<file path="config.mk">
export PLATFORM = sky130hd
export DESIGN_NAME = l2_pmem_adaptor
export DESIGN_NICKNAME = d
export VERILOG_FILES = /design/src/rtl/l2_pmem_adaptor.sv
export SDC_FILE = /design/constraint.sdc
export NUM_CORES = 1
export LEC_CHECK = 0
export ABC_AREA = 1
export CAP_MARGIN = 10
export CORE_AREA = 2 2 278 280
export DETAILED_ROUTE_END_ITERATION = 6
export DIE_AREA = 0 0 280 282
export PLACE_DENSITY = 0.63
export RECOVER_POWER = 50
export SYNTH_ARGS = -nofsm -noshare
export SYNTH_HDL_FRONTEND = slang
export SYNTH_SLANG_ARGS = --single-unit
</file>
<file path="constraint.sdc">
create_clock -name clk -period 2.62 [get_ports clk]
set_clock_uncertainty 0.2 [all_clocks]
set_input_delay 0.393 -clock clk [delete_from_list [all_inputs] [get_ports clk]]
set_output_delay 0.393 -clock clk [all_outputs]
set_load 0.05 [all_outputs]
</file>
<file path="src/rtl/l2_pmem_adaptor.sv">
// L2 line <-> memory burst adaptor: one LINE_WIDTH request becomes BEATS beats of
// BURST_WIDTH, with burst_resp acting as a per-beat accept/return strobe.
module l2_pmem_adaptor #(
    parameter int LINE_WIDTH  = 256,
    parameter int BURST_WIDTH = 64
) (
    input  logic                   clk,
    input  logic                   rst_n,
    input  logic                   pmem_read,
    input  logic                   pmem_write,
    input  logic [31:0]            pmem_address,
    input  logic [LINE_WIDTH-1:0]  pmem_wdata,
    output logic [LINE_WIDTH-1:0]  pmem_rdata,
    output logic                   pmem_resp,
    output logic                   burst_read,
    output logic                   burst_write,
    output logic [31:0]            burst_address,
    output logic [BURST_WIDTH-1:0] burst_wdata,
    input  logic [BURST_WIDTH-1:0] burst_rdata,
    input  logic                   burst_resp
);
    localparam int BEATS  = LINE_WIDTH / BURST_WIDTH;
    localparam int BEAT_W = (BEATS > 1) ? $clog2(BEATS) : 1;
    localparam logic [31:0]       OFF_MASK  = 32'((LINE_WIDTH / 8) - 1);
    localparam logic [BEAT_W-1:0] LAST_BEAT = BEAT_W'(BEATS - 1);

    typedef enum logic [1:0] {IDLE, RD_BURST, WR_BURST, RESP} state_e;

    state_e                state_q, state_d;
    logic [BEAT_W-1:0]     beat_q, beat_d;
    logic [31:0]           addr_q, addr_d;
    logic [LINE_WIDTH-1:0] wline_q, wline_d;
    logic [LINE_WIDTH-1:0] rline_q, rline_d;

    always_comb begin
        state_d = state_q;
        beat_d  = beat_q;
        addr_d  = addr_q;
        wline_d = wline_q;
        rline_d = rline_q;
        unique case (state_q)
            IDLE: begin
                // Write wins so a dirty victim is written back before its refill.
                if (pmem_write || pmem_read) begin
                    state_d = pmem_write ? WR_BURST : RD_BURST;
                    addr_d  = pmem_address & ~OFF_MASK;
                    beat_d  = '0;
                    if (pmem_write) wline_d = pmem_wdata;
                end
            end
            RD_BURST, WR_BURST: begin
                if (burst_resp) begin
                    if (state_q == RD_BURST)
                        rline_d[int'(beat_q)*BURST_WIDTH +: BURST_WIDTH] = burst_rdata;
                    beat_d = beat_q + BEAT_W'(1);
                    if (beat_q == LAST_BEAT) state_d = RESP;
                end
            end
            RESP:    state_d = IDLE;
            default: state_d = IDLE;
        endcase
    end

    always_ff @(posedge clk or negedge rst_n) begin
        if (!rst_n) begin
            state_q <= IDLE;
            beat_q  <= '0;
            addr_q  <= '0;
            wline_q <= '0;
            rline_q <= '0;
        end else begin
            state_q <= state_d;
            beat_q  <= beat_d;
            addr_q  <= addr_d;
            wline_q <= wline_d;
            rline_q <= rline_d;
        end
    end

    assign pmem_rdata    = rline_q;
    assign pmem_resp     = (state_q == RESP);
    assign burst_read    = (state_q == RD_BURST);
    assign burst_write   = (state_q == WR_BURST);
    assign burst_address = addr_q;
    assign burst_wdata   = wline_q[int'(beat_q)*BURST_WIDTH +: BURST_WIDTH];

endmodule

</file>
==> out/metrics.cfg <==
[global_routing]
grt_pass1_wl_um=148000
track_usage=0.253
grt-ovfl-total=0
grt_max_degree=156
first_global_vias=22000
antenna_found_initial=33

[sta]
rsz0062_at_grt=true
maxSlewViolCount=48
max_freq_mhz=354
setup_viol=233
timing.final.ws_setup_ns=-0.202
hold_viol_final=0
period_minus_slack_ns=2.82
slew_headroom=-0.00881
worst_slew_pin_slew_ns=1.51
whs_ns=0.0496
min_period_over_period=1.08

[synthesis]
synth_fa_ha_area_frac=0.00588
synth_compound_area_frac=0.0884
synth_ff_type=dfrtp_1
ys_seq_area_frac=0.580
synth.most_common_cell=nand2_1
synthTopCellsByArea=dfrtp_1, nand2_1, nand3_1
yosys_register_bits=543
synthMuxAreaShare=0
synth_edf_count=0
syn_avg_cell_area_sq_um=8.23
synthesis.area_sq_mm=0.0234
synth_top_family_by_area=simple AND/OR/NAND/NOR gates
synth_xor_area_frac=0
synth_largest_area_cell=dfrtp_1
yosysWarnings=0
netlist.area_leader.share=0.580
yosys-top-cells-count=nand2_1, dfrtp_1, nand3_1
synthDistinctLibCells=19
async_flop_share=1.00
synthCells=2844
yosys.area_share.simple=0.262

[floorplan]
ioPinCount=712
die_height_um=282
num_rows=101
coreArea_sq_mm=0.0757
die_w_um=280
start_util=0.309
die_area_sq_mm=0.0790

[critical_path]
crit_chain=inv_16 -> buf_4 -> buf_16 -> a21oi_1 -> o21ai_1 -> nand2_1 -> buf_12
slowest_stage=dfrtp_4
path_buf_inv=4
worst_path_largest_cell_delay_ns=0.55
cp.required_ns=2.03
cp_top_family=buffers and inverters
cp-end-kind=output port
critPathMaxFanout=21
path_class=flip-flop to output port
crit_arrival_ns=2.23
start_kind=flip-flop

[layout]
final_cells=4580
fill_cells=7388
areaGrowthSynthToFinish_pct=50.8
final_nets=3905
final_layout_size_suffix_gt1_frac=0.107

[power]
total_power_mw=45.2
comb_power_share=0.520
seqPwrFrac=0.278
p_per_area_mw_per_mm2=1280
p_int_mw=25.0
sw_frac_of_total=0.447
power_frac_clock=0.203
ir_drop_mv=0.969
p_switching_mw=20.2
cellLeakagePower_nw=17.1

[drt]
via_per_inst=4.86
drt_pass1_iterations=5
dr_total_vias=22300
wl_um=102000
wire_per_inst_um=22.3
drt-initial-drc-count=1622
route.detailed.drc=0
postRouteAntennaNets=0

[clocking]
insertion_delay_ns=0.62
cts_tree=yes
clk_root_buffer_cell=clkbuf_16
clkTransAtPathRegs_ns=0.06
cts_buffer_depth=3
cts_sinks=543
h-tree-depth=2
cts_made_buffers=61

[placement]
io_buffers=701
place.detailed.hpwl_um=74600
place.gp.congestion=0.911
placed_cells=4437

[worst_hold_path]
min_path_type=primary input to flip-flop

[flow_run]
cap_violations=1

[run_status]
status=complete, but fails checks
violations=max-capacitance violations, max-slew violations, negative setup slack

## per-layer routing
| layer | vias to the layer above | wire length [um] | GRT usage |
|---|---|---|---|
| li1 | 10500 | - | - |
| met1 | 10700 | 38000 | 0.288 |
| met2 | 856 | 49500 | 0.424 |
| met3 | 184 | 10100 | 0.0925 |
| met4 | 26 | 4510 | 0.116 |
| met5 | - | 153 | 0 |
## power groups by stage
| stage | registers [mW] | logic, mW | clock network (mW) |
|---|---|---|---|
| global route | 12.8 | 25.0 | 9.69 |
| floorplan | 14.9 | 9.57 | 0 |
| detailed placement | 12.6 | 22.8 | 0 |
| CTS | 12.5 | 23.4 | 9.33 |
| finish | 12.6 | 23.5 | 9.16 |
| global placement | 12.5 | 22.7 | 0 |
## cell families after synthesis
family                   Yosys count
adder cells (fa/ha/maj)           11
AO/OA/AOI/OAI                    413
flip-flops                       543
AND/OR/NAND/NOR                 1520
buffers and inverters            356
other                              1
## what timing repair did
| item | in CTS | in global routing |
|---|---|---|
| hold buffers | 1 | 0 |
| hold endpoints to repair | 314 | 0 |
| setup endpoints to repair | 64 | 182 |
| buffers inserted | 6 | 3 |
| resized for setup | 76 | 66 |
| pin swaps | 6 | 9 |
| gates cloned | 3 | 2 |
## final timing paths
check                             from               to  slack, ns  cells past startpoint
min reg2reg                wline_q[54]      wline_q[54]       0.26                      2
max                          beat_q[0]  burst_wdata[17]      -0.20                      7
min                         pmem_write     wline_q[231]       0.05                      4
min in group asynchronous        rst_n      wline_q[69]       0.47                      2
max in group asynchronous        rst_n   pmem_rdata[62]       0.25                      3
max reg2reg                 state_q[0]     wline_q[142]      -0.16                      6
## flip-flops by register name (all words and copies together), names as in the netlist
signal,cells
wline_q,256
beat_q,2
pmem_rdata,256
burst_address,27
state_q,2
## layout by cell type (no fill, tap or decap), types with 2 or more instances in the layout
cell	count
inv_1	147
nand4_1	2
nand2_4	4
ha_1	9
clkdlybuf4s50_1	629
nor2_4	5
nand3_1	324
inv_2	2
buf_4	75
buf_12	88
nand3_2	2
clkbuf_4	4
clkbuf_2	3
nor2_1	229
bufinv_16	8
conb_1	5
clkinvlp_4	2
buf_6	10
o21ai_2	27
diode_2	14
clkbuf_1	23
nand2_2	28
a21oi_1	122
o21ai_4	3
a21oi_2	6
dfrtp_1	541
nand2_1	917
clkbuf_16	64
buf_16	2
o21ai_1	62
clkbuf_8	16
nor2_2	9
o21ai_0	193
clkinv_2	13
clkinv_8	2
## per-stage QoR
step	TNS, ns	area (sq um)	utilization	setup WS (ns)
floorplan	0	23400	-	0.381
global placement	0	32700	0.433	0.175
detailed placement	0	32700	0.433	0.169
CTS	-11.31	35200	0.465	-0.282
global route	-55.20	35300	0.466	-0.298
finish	-18.28	35300	0.466	-0.202
## final cells by class
cell class | count | area [sq um] | area share
Sequential cell | 543 | 13600 | 0.385
Timing Repair Buffer | 829 | 9000 | 0.255
Multi-Input combinational cell | 1949 | 8680 | 0.246
Clock buffer | 89 | 1800 | 0.0511
Tap cell | 978 | 1220 | 0.0347
Inverter | 151 | 591 | 0.0167
Clock inverter | 25 | 345 | 0.00978
Antenna cell | 14 | 35.0 | 0.000992
Timing Repair inverter | 2 | 32.5 | 0.000921
## worst reg2reg max path, stage by stage, from the launching register on
cell     delay, ns
dfrtp_1       0.41
inv_1         0.14
ha_1          0.37
nand2_1       0.68
buf_12        0.45
nor2_1        0.31
a21oi_1       0.08
No activity file was read; power rests on OpenSTA's default activity.
